<file path="config.mk">
export PLATFORM = sky130hd
export DESIGN_NAME = gesture_axil_regs
export DESIGN_NICKNAME = d
export VERILOG_FILES = /design/src/rtl/gesture_axil_pkg.sv /design/src/rtl/gesture_axil_regs.sv
export SDC_FILE = /design/constraint.sdc
export NUM_CORES = 1
export LEC_CHECK = 0
export BUFFER_PORTS_ARGS = -buffer_cell sky130_fd_sc_hd__buf_2
export CORE_MARGIN = 4
export CORE_UTILIZATION = 48
export CTS_CLUSTER_SIZE = 40
export DETAILED_ROUTE_END_ITERATION = 6
export PLACE_DENSITY_LB_ADDON = 0.05
export REMOVE_ABC_BUFFERS = 1
export SYNTH_ARGS = -nofsm -noshare
export SYNTH_HDL_FRONTEND = slang
export SYNTH_SLANG_ARGS = --single-unit
</file>
<file path="constraint.sdc">
create_clock -name ACLK -period 1.3 [get_ports ACLK]
set_input_delay 0.26 -clock ACLK [delete_from_list [all_inputs] [get_ports ACLK]]
set_output_delay 0.26 -clock ACLK [all_outputs]
set_load 0.05 [all_outputs]
</file>
<file path="src/rtl/gesture_axil_pkg.sv">
// Shared definitions for the gesture AXI4-Lite register bank: offsets, bit positions, FSM states.
package gesture_axil_pkg;

   localparam logic [3:0] REG_CTRL    = 4'h0;
   localparam logic [3:0] REG_THRESH  = 4'h4;
   localparam logic [3:0] REG_GESTURE = 4'h8;
   localparam logic [3:0] REG_STATUS  = 4'hC;

   localparam int CTRL_EN     = 0;
   localparam int CTRL_IRQ_EN = 1;
   localparam int ST_PEND     = 0;
   localparam int ST_OVR      = 1;
   localparam int GEST_VALID  = 31;

   localparam logic [1:0] RESP_OKAY = 2'b00;

   typedef enum logic [1:0] {WR_IDLE, WR_ACCEPT, WR_RESP} wr_state_t;
   typedef enum logic [1:0] {RD_IDLE, RD_ACCEPT, RD_DATA} rd_state_t;

   function automatic logic [31:0] apply_wstrb(input logic [31:0] old_val,
                                               input logic [31:0] wdata,
                                               input logic [3:0]  strb);
      logic [31:0] res;
      res = old_val;
      for (int b = 0; b < 4; b++) begin
         if (strb[b]) res[b*8 +: 8] = wdata[b*8 +: 8];
      end
      return res;
   endfunction

endpackage

</file>
<file path="src/rtl/gesture_axil_regs.sv">
// AXI4-Lite register bank with gesture event capture; write/read each take 2 cycles to response,
// one transaction per channel outstanding, responses held until BREADY/RREADY.
module gesture_axil_regs
   import gesture_axil_pkg::*;
#(
   parameter int C_S_AXI_DATA_WIDTH = 32,
   parameter int C_S_AXI_ADDR_WIDTH = 4
) (
   input  logic                            ACLK,
   input  logic                            ARESETN,
   input  logic [C_S_AXI_ADDR_WIDTH-1:0]   S_AXI_AWADDR,
   input  logic                            S_AXI_AWVALID,
   output logic                            S_AXI_AWREADY,
   input  logic [C_S_AXI_DATA_WIDTH-1:0]   S_AXI_WDATA,
   input  logic [C_S_AXI_DATA_WIDTH/8-1:0] S_AXI_WSTRB,
   input  logic                            S_AXI_WVALID,
   output logic                            S_AXI_WREADY,
   output logic [1:0]                      S_AXI_BRESP,
   output logic                            S_AXI_BVALID,
   input  logic                            S_AXI_BREADY,
   input  logic [C_S_AXI_ADDR_WIDTH-1:0]   S_AXI_ARADDR,
   input  logic                            S_AXI_ARVALID,
   output logic                            S_AXI_ARREADY,
   output logic [C_S_AXI_DATA_WIDTH-1:0]   S_AXI_RDATA,
   output logic [1:0]                      S_AXI_RRESP,
   output logic                            S_AXI_RVALID,
   input  logic                            S_AXI_RREADY,
   input  logic                            gesture_valid,
   input  logic [7:0]                      gesture_code,
   output logic                            ctrl_enable,
   output logic [C_S_AXI_DATA_WIDTH-1:0]   thresh,
   output logic                            irq
);

   wr_state_t   r_wr_state, w_wr_nxt;
   rd_state_t   r_rd_state, w_rd_nxt;

   logic [31:0] r_ctrl, r_thresh, r_rdata;
   logic [7:0]  r_code, r_count;
   logic        r_gvalid, r_pend, r_ovr, r_irq;

   logic [31:0] w_ctrl_nxt, w_thresh_nxt, w_rd_word;
   logic [7:0]  w_code_nxt, w_count_nxt;
   logic        w_gvalid_nxt, w_pend_nxt, w_ovr_nxt;
   logic        w_wr_en, w_rd_hs, w_evt;
   logic [1:0]  w_st_clr;
   logic [3:0]  w_waddr, w_raddr;
   logic        w_unused;

   assign w_unused = ^{S_AXI_AWADDR[1:0], S_AXI_ARADDR[1:0]};

   always_comb begin
      w_wr_nxt      = r_wr_state;
      S_AXI_AWREADY = 1'b0;
      S_AXI_BVALID  = 1'b0;
      case (r_wr_state)
         WR_IDLE:   if (S_AXI_AWVALID && S_AXI_WVALID) w_wr_nxt = WR_ACCEPT;
         WR_ACCEPT: begin
            S_AXI_AWREADY = 1'b1;
            w_wr_nxt      = WR_RESP;
         end
         WR_RESP: begin
            S_AXI_BVALID = 1'b1;
            if (S_AXI_BREADY) w_wr_nxt = WR_IDLE;
         end
         default:   w_wr_nxt = WR_IDLE;
      endcase
   end

   always_comb begin
      w_rd_nxt      = r_rd_state;
      S_AXI_ARREADY = 1'b0;
      S_AXI_RVALID  = 1'b0;
      case (r_rd_state)
         RD_IDLE:   if (S_AXI_ARVALID) w_rd_nxt = RD_ACCEPT;
         RD_ACCEPT: begin
            S_AXI_ARREADY = 1'b1;
            w_rd_nxt      = RD_DATA;
         end
         RD_DATA: begin
            S_AXI_RVALID = 1'b1;
            if (S_AXI_RREADY) w_rd_nxt = RD_IDLE;
         end
         default:   w_rd_nxt = RD_IDLE;
      endcase
   end

   assign S_AXI_WREADY = S_AXI_AWREADY;
   assign S_AXI_BRESP  = RESP_OKAY;
   assign S_AXI_RRESP  = RESP_OKAY;
   assign S_AXI_RDATA  = r_rdata;

   assign w_wr_en = (r_wr_state == WR_ACCEPT);
   assign w_rd_hs = (r_rd_state == RD_ACCEPT);
   assign w_waddr = {S_AXI_AWADDR[3:2], 2'b00};
   assign w_raddr = {S_AXI_ARADDR[3:2], 2'b00};
   assign w_evt   = gesture_valid & r_ctrl[CTRL_EN];

   always_comb begin
      w_rd_word = 32'h0;
      case (w_raddr)
         REG_CTRL:    w_rd_word = r_ctrl;
         REG_THRESH:  w_rd_word = r_thresh;
         REG_GESTURE: w_rd_word = {r_gvalid, 15'h0, r_count, r_code};
         REG_STATUS:  w_rd_word = {30'h0, r_ovr, r_pend};
         default:     w_rd_word = 32'h0;
      endcase
   end

   // Events take priority over W1C and read-clear; overrun is judged on the pre-event pending bit.
   always_comb begin
      w_ctrl_nxt   = r_ctrl;
      w_thresh_nxt = r_thresh;
      w_st_clr     = 2'b00;
      if (w_wr_en) begin
         case (w_waddr)
            REG_CTRL:   w_ctrl_nxt   = apply_wstrb(r_ctrl, S_AXI_WDATA, S_AXI_WSTRB);
            REG_THRESH: w_thresh_nxt = apply_wstrb(r_thresh, S_AXI_WDATA, S_AXI_WSTRB);
            REG_STATUS: if (S_AXI_WSTRB[0]) w_st_clr = S_AXI_WDATA[1:0];
            default:    w_st_clr = 2'b00;
         endcase
      end
      w_code_nxt   = w_evt ? gesture_code : r_code;
      w_count_nxt  = w_evt ? r_count + 8'd1 : r_count;
      w_gvalid_nxt = w_evt | (r_gvalid & ~(w_rd_hs && (w_raddr == REG_GESTURE)));
      w_pend_nxt   = (r_pend & ~w_st_clr[ST_PEND]) | w_evt;
      w_ovr_nxt    = (r_ovr & ~w_st_clr[ST_OVR]) | (w_evt & r_pend);
   end

   always_ff @(posedge ACLK) begin
      if (!ARESETN) begin
         r_wr_state <= WR_IDLE;
         r_rd_state <= RD_IDLE;
         r_ctrl     <= 32'h0;
         r_thresh   <= 32'h0;
         r_rdata    <= 32'h0;
         r_code     <= 8'h0;
         r_count    <= 8'h0;
         r_gvalid   <= 1'b0;
         r_pend     <= 1'b0;
         r_ovr      <= 1'b0;
         r_irq      <= 1'b0;
      end else begin
         r_wr_state <= w_wr_nxt;
         r_rd_state <= w_rd_nxt;
         r_ctrl     <= w_ctrl_nxt;
         r_thresh   <= w_thresh_nxt;
         if (w_rd_hs) r_rdata <= w_rd_word;
         r_code     <= w_code_nxt;
         r_count    <= w_count_nxt;
         r_gvalid   <= w_gvalid_nxt;
         r_pend     <= w_pend_nxt;
         r_ovr      <= w_ovr_nxt;
         r_irq      <= w_ctrl_nxt[CTRL_IRQ_EN] & w_pend_nxt;
      end
   end

   assign ctrl_enable = r_ctrl[CTRL_EN];
   assign thresh      = r_thresh;
   assign irq         = r_irq;

endmodule

</file>
* After elaboration in Yosys (flattened, before gate mapping) *
Cells that the tools add are included.

word-level totals
  register bits after elaboration = 120
  input bits = 60
  word-level logic and storage cells = 77

operators by class
  add/sub/neg operators = 1
  eq/ne operators = 13
  muxes and demuxes = 17
  bitwise operators = 12
  reductions and logical operators = 16

operators by type and width
  operator                                                               number
  32-bit case mux with 4 select lines                                    1
  3-bit AND reduction                                                    8
  2-bit two-way mux                                                      10
  2-bit case mux with 3 select lines                                     2
  2-bit equality test, second input constant                             5
  8-bit by 1-bit adder with 8-bit output, second input constant          1
  2-bit by 1-bit equality test with 1-bit output, second input constant  4
  4-bit logical NOT                                                      2
  2-bit inequality test, second input constant                           4
  1-bit bitwise AND                                                      6
  2-bit logical NOT                                                      2
  1-bit two-way mux                                                      4
  2-bit AND reduction                                                    2
  1-bit NOT                                                              3
  1-bit OR                                                               3
  1-bit logical AND                                                      2

* Longest topological paths before layout *
Gate-level depths: netlist of run 1.

  depth after elaboration = 7
  gate-level depth with buffers = 6
  gate-level depth less buffers = 4

* Worst setup path before layout of run 1 *
Ideal clock, no wire load.

  path kind = reg2reg
  from = reg r_rd_state[1]
  to = reg r_rdata[10] (netlist: S_AXI_RDATA[10])
  setup time = 159 ps
  arrival time = 1430 ps
  slack = -289 ps
  cell stages (with the launch flop) = 6
  cells stage by stage = dfxtp_1 nand2b_1 buf_2 inv_2 clkbuf_1 a21oi_1

on the way
  word-level cells in the longest chain between the ends = 1

RTL lines
  element                                         line                      RTL
  start, declared                                 gesture_axil_regs.sv:36   rd_state_t r_rd_state, w_rd_nxt;
  start signal, assigned                          gesture_axil_regs.sv:145  r_rd_state <= w_rd_nxt;
  2-bit by 1-bit equality test with 1-bit output  gesture_axil_regs.sv:94   assign w_rd_hs = (r_rd_state == RD_ACCEPT);
  end signal, assigned                            gesture_axil_regs.sv:148  if (w_rd_hs) r_rdata <= w_rd_word;
  end, declared                                   gesture_axil_regs.sv:38   logic [31:0] r_ctrl, r_thresh, r_rdata;

No other way between the ends.
A chain may end at the register's enable or synchronous reset.

* Final worst setup path of run 1 *
  from = reg r_wr_state[1]
  to = reg r_thresh[8] (netlist: thresh[8])

on the way
  word-level cells in the longest chain between the ends = 2

RTL lines
  element                                         line                      RTL
  start, declared                                 gesture_axil_regs.sv:35   wr_state_t r_wr_state, w_wr_nxt;
  start signal, assigned                          gesture_axil_regs.sv:144  r_wr_state <= w_wr_nxt;
  2-bit by 1-bit equality test with 1-bit output  gesture_axil_regs.sv:93   assign w_wr_en = (r_wr_state == WR_ACCEPT);
  3-bit AND reduction (no line)                   --
  end signal, assigned                            gesture_axil_regs.sv:147  r_thresh <= w_thresh_nxt;
  end, declared                                   gesture_axil_regs.sv:38

No other way between the ends.

==> flow_summary.yaml, run 1 <==
clock_tree:
  clock_latency_ns: 0.52
  cts.sinks: 120
  h-tree-depth: 4
  clock_path_buffers: 2
  clkTransAtPathRegs_ns: 0.06
  cts_buffers: 17
  clock-root-buffer: "clkbuf_8"
  cts_tree: "done"
routing:
  via_per_inst: 6.03
  drt_wl_total_um: 21200
  drtPass1Iterations: 5
  ant_nets: 0
  wl_per_cell_um: 22.4
  vias: 5706
  drtIter0Drc: 497
  drcViolationCount: 0
global_route:
  grt_pass1_wl_um: 28900
  grt_usage_pct: 28.9
  grt_max_degree: 45
  antenna_found_initial: 1
  grt_pass1_vias: 5505
  grt-ovfl-total: 0
sta:
  finalSetupViolations: 72
  period_share_pct: 134
  worstMarginPinSlew_ns: 0.740
  clock_skew_ns: 0.00673
  final.setup.worst_slack_ns: -0.437
  tns_ns: -19.49
  rsz0062_at_grt: "yes"
  relSlewSlack_pct: 50.4
  drv_slew: 0
  clock.fmax_mhz: 576
  hold_viol: 0
  period_needed_ns: 1.74
floorplan:
  fp.dieW_um: 112
  start_util_pct: 49.9
  pin_count: 135
  die_y_um: 112
  fp-row-count: 37
  core_area_um2: 10400
  dieArea_um2: 12600
pwr:
  powerDensity_nw_per_um2: 1110
  vdd_ir_drop_max_uv: 938
  power_mw: 10.2
  p_leak_nw: 3.61
worst_setup_path:
  critPathArrivalTime_ns: 2.19
  end_kind: "register"
  worstSetupStartpointType: "register"
  crit_required_ns: 1.76
  critPathMaxFanout: 6
  critPathKind: "register to register"
final_layout:
  fillers: 480
  drive_gt1_share_pct: 54.1
  diodes: 0
  syn_to_final_growth_pct: 75.3
  layout.nets: 859
outcome:
  violations: "setup timing"
  outcome: "finished, violations left"
yosys:
  synth.avg_cell_area_um2: 9.01
  ys.flop_type: "dfxtp_1"
  ys_warn_count: 0
  yosys.area.top_type_share_pct: 46.2
  synth_edf_count: 0
  async_flop_share_pct: 0
  synth.distinct_cells: 48
  synth_area_leaders: "dfxtp_1 46%, a21oi_1 7.3%, nand3_1 4.3%, o21ai_0 3.8%, o21a_1 3.5%"
  syn_inst: 577
  yosys.area.top_type: "dfxtp_1"
  ys_seq_elements: 120
  syn-cell-area_um2: 5200
  synth-seq-area-share_pct: 46.2
job:
  drv_cap: 0
place:
  hpwl_um: 9680
  portBuffers: 126
  routabilityCongestion: 0.874
hold_path:
  hp-class: "input pin to register"
cells by family after synthesis:
logic type / share of synthesized area (%)
buf+inv: 6.06
compound gates: 25.7
mux: 7.00
simple gates: 14.4
xor+xnor: 0.337
other cells: 0.0721
fa+ha+maj: 0.241
flops: 46.2
stage by stage:
stage	utilization, %	cell area [um2]	worst slack, ns	instances	hold slack [ns]
after global placement	58.8	6120	-0.410	825	0.445
after global routing	87.5	9110	-0.485	947	0.00783
after floorplan	-	4920	-0.605	525	0.377
after CTS	81.5	8480	-0.441	932	0.00110
after detailed placement	58.8	6120	-0.468	825	0.448
final	87.5	9110	-0.437	947	0.00903
critical path: stages (launching register included):
cell,delay (ns)
dfxtp_2,0.32
buf_6,0.11
buf_4,0.13
and4bb_4,0.36
buf_12,0.13
buf_12,0.14
buf_16,0.13
and3_1,0.20
o21a_1,0.15
path summary, 6_finish.rpt:
path / startpoint / end / slack (ns) / cells past startpoint
hold / removal: S_AXI_WDATA[16] / r_ctrl[16] / 0.009 / 3
setup reg to reg: r_wr_state[1] / thresh[8] / -0.44 / 8
setup / recovery: r_wr_state[1] / thresh[8] / -0.44 / 8
hold reg to reg: r_code[6] / r_code[6] / 0.46 / 2
flip-flops by register name (all words and copies together) (netlist names):
| register | cells |
|---|---|
| r_ctrl | 32 |
| irq | 1 |
| r_gvalid | 1 |
| r_code | 8 |
| r_pend | 1 |
| r_wr_state | 2 |
| r_ovr | 1 |
| S_AXI_RDATA | 32 |
| thresh | 32 |
| r_rd_state | 2 |
| r_count | 8 |
power by group:
group / leakage, nW / switching, mW / internal [mW]
registers: 1.01 / 0.0467 / 3.72
clock network: 0.319 / 1.70 / 3.51
logic: 2.29 / 0.696 / 0.494
total: 3.61 / 2.44 / 7.72
repair_timing:
item	CTS	global route
hold endpoints to repair	43	0
setup endpoints to repair	133	142
setup buffers	27	20
gates cloned	10	2
hold buffers	39	0
pin swaps	31	44
resized for setup	306	135
Yosys cell counts, types with 3 or more instances:
cell type	instances
dfxtp_1	120
a21oi_1	76
nand3_1	45
o21ai_0	39
nand2_1	27
clkbuf_1	26
and3_1	24
o21a_1	24
nor2_1	20
o21ai_1	20
a21boi_1	16
a22oi_1	15
a2bb2oi_1	15
mux2_2	15
mux2i_1	15
buf_2	14
buf_4	6
inv_1	6
buf_6	5
a21boi_0	4
a21boi_2	4
buf_1	3
nand2b_1	3
nor2b_1	3
o31ai_1	3
or3_1	3
placed cells by master (no fill, tap or decap), types with 18 or more instances in the layout:
cell type / Yosys / final
a21oi_2: 0 / 28
clkbuf_16: 0 / 18
buf_2: 14 / 55
dlygate4sd3_1: 0 / 39
o21a_1: 24 / 24
nand2_1: 27 / 26
dfxtp_1: 120 / 47
nand3_1: 45 / 19
a21oi_1: 76 / 48
buf_8: 0 / 51
dfxtp_2: 0 / 62
o21ai_0: 39 / 21
o21ai_1: 20 / 21
buf_4: 6 / 56
nor2_1: 20 / 20
and3_1: 24 / 19
buf_6: 5 / 30
routing by layer:
layer	part of all wire (%)	GRT usage [%]	routed length (um)
met5	0	0	0
met4	3.2	11.5	668
met3	8.6	7.01	1830
met2	52	48.6	10900
met1	37	35.8	7760
layout make-up:
type / count / area, um2 / area share [%]
clock buffers: 24 / 480 / 5.27
flip-flops and latches: 120 / 2520 / 27.7
clock inverters: 8 / 165 / 1.81
inverters: 8 / 32.5 / 0.357
multi-input cells: 397 / 3040 / 33.4
repair buffers: 254 / 2710 / 29.7
well taps: 136 / 170 / 1.87
(Power assumes the default switching activity.)
==> run 2, diff against run 1 <==
--- a/config.mk
+++ b/config.mk
@@ -12,6 +12,7 @@
 export DETAILED_ROUTE_END_ITERATION = 6
 export PLACE_DENSITY_LB_ADDON = 0.05
 export REMOVE_ABC_BUFFERS = 1
+export SKIP_LAST_GASP = 1
 export SYNTH_ARGS = -nofsm -noshare
 export SYNTH_HDL_FRONTEND = slang
 export SYNTH_SLANG_ARGS = --single-unit
==> flow_summary.yaml, run 2 (synthesis results as in run 1) <==
pwr:
  vdd_ir_drop_max_uv: 767
  power_mw: 10.1
  p_seq_share_pct: 37.2
  sw_frac_of_total_pct: 23.8
  p_leak_nw: 3.58
  internal_power_mw: 7.71
  powerDensity_nw_per_um2: 1120
  switching_power_mw: 2.41
  p_clk_share_pct: 51.2
  combPwrFrac_pct: 11.6
final_layout:
  instances_no_fill: 944
  drive_gt1_share_pct: 54.8
  syn_to_final_growth_pct: 74.5
  final_cell_mix: "62 x dfxtp_2, 55 x buf_2, 55 x buf_4"
  layout.nets: 856
  final_common_cell: "dfxtp_2"
  diodes: 0
  final_core_util_pct: 87.1
clock_tree:
  clock-root-buffer: "clkbuf_8"
  clock_path_buffers: 2
  cts_buffers: 17
  cts.sinks: 120
  clock_latency_ns: 0.53
  h-tree-depth: 4
  clkTransAtPathRegs_ns: 0.06
  cts_tree: "done"
sta:
  clock.fmax_mhz: 574
  relSlewSlack_pct: 50.8
  period_share_pct: 134
  worstMarginPinSlew_ns: 0.738
  finalSetupViolations: 76
  final.setup.worst_slack_ns: -0.441
  drv_slew: 0
  period_needed_ns: 1.74
  clock_skew_ns: 0.00979
  rsz0062_at_grt: "yes"
  hold_viol: 0
routing:
  drtIter0Drc: 411
  ant_nets: 0
  wl_per_cell_um: 21.4
  via_per_inst: 5.93
  vias: 5601
  drtPass1Iterations: 5
  drcViolationCount: 0
  drt_wl_total_um: 20200
hold_path:
  min-delay-start: "S_AXI_WDATA[16]"
  hp-class: "input pin to register"
  worstHoldPathCells: 3
  hold_end: "r_ctrl[16]"
floorplan:
  die_y_um: 112
  start_util_pct: 49.9
  pin_count: 135
  fp.dieW_um: 112
  core_area_um2: 10400
  dieArea_um2: 12600
  fp-row-count: 37
global_route:
  antenna_found_initial: 0
  grt_usage_pct: 28.6
  grt-ovfl-total: 0
  grt_pass1_wl_um: 28600
  grt_pass1_vias: 5434
  grt_max_degree: 45
outcome:
  outcome: "finished, violations left"
  violations: "setup timing"
worst_setup_path:
  worstSetupStartpointType: "register"
  r2r_start: "r_wr_state[1]"
  crit_required_ns: 1.04
  r2r_setup_slack_ns: -0.39
  critPathMaxFanout: 3
  rr_worst_depth: 8
  r2r-end: "r_ctrl[18]"
  critPathKind: "register to output port"
  end_kind: "output port"
  critPathArrivalTime_ns: 1.48
place:
  portBuffers: 126
  dp_cells: 825
  routabilityCongestion: 0.874
  hpwl_um: 9680
job:
  drv_cap: 0
==> run 2: cell types whose count changed in the layout (fill, tap and decap cells not counted), sizes merged <==
| cell | delta |
|---|---|
| dlygate4sd3 | -1 |
| buf | -1 |
| clkbuf | -1 |
==> run 2: what timing repair did <==
item                       CTS  global route
hold endpoints to repair    42             0
setup endpoints to repair  133           130
pin swaps                   31            53
gates cloned                10             1
hold buffers                38             0
resized for setup          295           147
setup buffers               27            19
==> run 2: routing by layer <==
layer	vias up	global-route usage [%]	wire length [um]	share of wire, %
met2	263	48.4	10300	51
met5	-	0	0	0
li1	2534	-	-	-
met3	49	6.04	1440	7.1
met4	0	10.7	546	2.7
met1	2755	35.9	7970	39
==> run 2: worst max-delay path: stages (launching register included) <==
cell and delay [ns]:
dfxtp_2 0.32, buf_6 0.11, buf_6 0.10, and2b_2 0.26, buf_8 0.16
==> run 2: worst max-delay path by stage <==
stage	startpoint	end	slack, ns
after global placement	S_AXI_ARADDR[2]	r_gvalid	-0.41
final	r_wr_state[1]	S_AXI_AWREADY	-0.44
after CTS	r_wr_state[1]	S_AXI_AWREADY	-0.44
after global routing	r_wr_state[1]	S_AXI_AWREADY	-0.49
after detailed placement	S_AXI_ARADDR[2]	r_gvalid	-0.47
after floorplan	ARESETN	r_wr_state[0]	-0.61
==> run 2: power groups by stage <==
stage / clock network [mW] / logic [mW] / registers (mW)
global placement: 0 / 0.796 / 3.84
global route: 5.39 / 1.22 / 3.77
floorplan: 0 / 0.249 / 3.98
detailed placement: 0 / 0.803 / 3.84
CTS: 5.19 / 1.06 / 3.77
finish: 5.18 / 1.17 / 3.77
==> run 2: stage by stage <==
stage	setup WS (ns)	instance area, um2	hold WS, ns	setup TNS (ns)
floorplan	-0.605	4920	0.377	-49.84
global placement	-0.410	6120	0.445	-14.20
detailed placement	-0.468	6120	0.448	-16.57
CTS	-0.441	8440	0.000282	-16.57
global route	-0.489	9070	0.0137	-22.99
finish	-0.441	9070	0.0242	-18.38
==> run 2: final cells by class <==
| class | count | area [um2] |
|---|---|---|
| clock buffers | 24 | 480 |
| clock inverters | 8 | 165 |
| fillers | 500 | 1340 |
| inverters | 8 | 32.5 |
| multi-input cells | 397 | 3070 |
| flip-flops and latches | 120 | 2520 |
| well taps | 136 | 170 |
| repair buffers | 251 | 2630 |
==> run 3, diff against run 2 <==
--- a/config.mk
+++ b/config.mk
@@ -5,14 +5,14 @@
 export SDC_FILE = /design/constraint.sdc
 export NUM_CORES = 1
 export LEC_CHECK = 0
-export BUFFER_PORTS_ARGS = -buffer_cell sky130_fd_sc_hd__buf_2
-export CORE_MARGIN = 4
+export BUFFER_PORTS_ARGS = -buffer_cell sky130_fd_sc_hd__clkbuf_2
 export CORE_UTILIZATION = 48
 export CTS_CLUSTER_SIZE = 40
 export DETAILED_ROUTE_END_ITERATION = 6
 export PLACE_DENSITY_LB_ADDON = 0.05
 export REMOVE_ABC_BUFFERS = 1
 export SKIP_LAST_GASP = 1
+export SLEW_MARGIN = 20
 export SYNTH_ARGS = -nofsm -noshare
 export SYNTH_HDL_FRONTEND = slang
 export SYNTH_SLANG_ARGS = --single-unit
==> flow_summary.yaml, run 3 (synthesis results as in run 1) <==
outcome:
  outcome: "finished, violations left"
  violations: "DRC, setup timing"
sta:
  rsz0062_at_grt: "yes"
  period_needed_ns: 1.66
  period_share_pct: 128
  worstMarginPinSlew_ns: 0.698
  clock.fmax_mhz: 602
  clock_skew_ns: 0.0123
  tns_ns: -15.34
  drv_slew: 0
  finalSetupViolations: 93
  relSlewSlack_pct: 53.3
  final.setup.worst_slack_ns: -0.361
  hold_viol: 0
routing:
  drtPass1Iterations: 7
  drtIter0Drc: 442
  via_per_inst: 6.15
  vias: 5865
  wl_per_cell_um: 22.9
  drt_wl_total_um: 21800
  ant_nets: 0
  drcViolationCount: 5
final_layout:
  diodes: 0
  final_common_cell: "dfxtp_2"
  final_core_util_pct: 90.7
  drive_gt1_share_pct: 56.4
  layout.nets: 866
  multi_input_area_um2: 3160
  final_cell_mix: "66 x dfxtp_2, 63 x buf_4, 55 x clkbuf_2"
  fillers: 381
  instances_no_fill: 954
  regArea_um2: 2510
  syn_to_final_growth_pct: 81.8
global_route:
  antenna_found_initial: 0
  grt-busiest-layer: "met2"
  grtUsageMet3_pct: 7.85
  grt_pass1_wl_um: 28600
  grt_usage_pct: 33.1
  grtUsageMet1_pct: 39.9
  grt_pass1_vias: 5548
  use_met2_pct: 56.4
  grt_max_degree: 51
  grt-ovfl-total: 0
pwr:
  p_leak_nw: 3.68
  vdd_ir_drop_max_uv: 668
  power_mw: 9.79
  powerDensity_nw_per_um2: 1040
clock_tree:
  clock-root-buffer: "clkbuf_8"
  clock_path_buffers: 2
  cts_buffers: 17
  clkTransAtPathRegs_ns: 0.06
  cts_tree: "done"
  clock_latency_ns: 0.53
  cts.sinks: 120
  h-tree-depth: 4
place:
  dp_cells: 827
  dp_slack_ns: -0.437
  routabilityCongestion: 0.802
  hpwl_um: 9490
  portBuffers: 126
floorplan:
  fp.dieW_um: 106
  pin_count: 135
  start_util_pct: 49.9
  die_y_um: 106
  fp-row-count: 37
  dieArea_um2: 11300
  core_area_um2: 10400
worst_setup_path:
  critPathArrivalTime_ns: 1.40
  critPathKind: "register to output port"
  crit_required_ns: 1.04
  critPathMaxFanout: 7
  end_kind: "output port"
  worstSetupStartpointType: "register"
hold_path:
  hp-class: "input pin to register"
job:
  drv_cap: 0
## run 3: cell types whose count changed in the layout (fill, tap and decap cells not counted), sizes merged
| cell | delta |
|---|---|
| clkbuf | +72 |
| buf | -69 |
| clkinv | +3 |
| clkinvlp | +3 |
| dlygate4sd3 | +3 |
| bufinv | -2 |
## run 3: worst max-delay path, stage by stage, from the launching register on
cell and delay, ns:
dfxtp_1 0.37, buf_6 0.14, and2b_2 0.20, buf_8 0.16
## run 3: area by class of cell
| cell class | count | share of cell area, % |
|---|---|---|
| Clock inverter | 12 | 1.59 |
| Clock buffer | 20 | 4.71 |
| Tap cell | 136 | 1.80 |
| Timing Repair Buffer | 261 | 31.6 |
| Sequential cell | 120 | 26.5 |
| Inverter | 8 | 0.371 |
| Multi-Input combinational cell | 397 | 33.4 |
## run 3: timing repair
item                                   4_1_cts  5_1_grt
cloned                                       9        1
setup endpoints to repair                  132      141
resized for setup                          291      181
endpoints found under the hold margin       45        0
hold buffers                                41        0
buffers inserted                            38       10
pin swaps                                   21      103
## run 3: power breakdown
part / internal [mW] / switching, mW / leakage [nW]
logic: 0.526 / 0.724 / 2.39
clock network: 3.01 / 1.75 / 0.287
registers: 3.73 / 0.0510 / 1.01
## run 3: through the flow
stage | area [um2] | hold WS, ns
CTS | 8770 | 0.00264
floorplan | 4920 | 0.377
detailed placement | 6140 | 0.451
global placement | 6140 | 0.442
global route | 9450 | 0.0314
finish | 9450 | 0.0556
## run 3: worst paths after layout
kind / startpoint / to / slack, ns / depth (start not counted)
worst min register to register: r_code[0] / r_code[0] / 0.46 / 2
worst max-delay path: r_wr_state[0] / S_AXI_AWREADY / -0.36 / 3
worst min-delay path: S_AXI_WDATA[13] / r_ctrl[13] / 0.06 / 3
worst max register to register: r_wr_state[1] / thresh[22] / -0.33 / 7
## run 3: layer usage
layer / vias to the layer above / share of wire [%]
met3: 72 / 7.4
met2: 338 / 50
met5: - / 0
met1: 2904 / 38
li1: 2551 / -
met4: 0 / 3.8
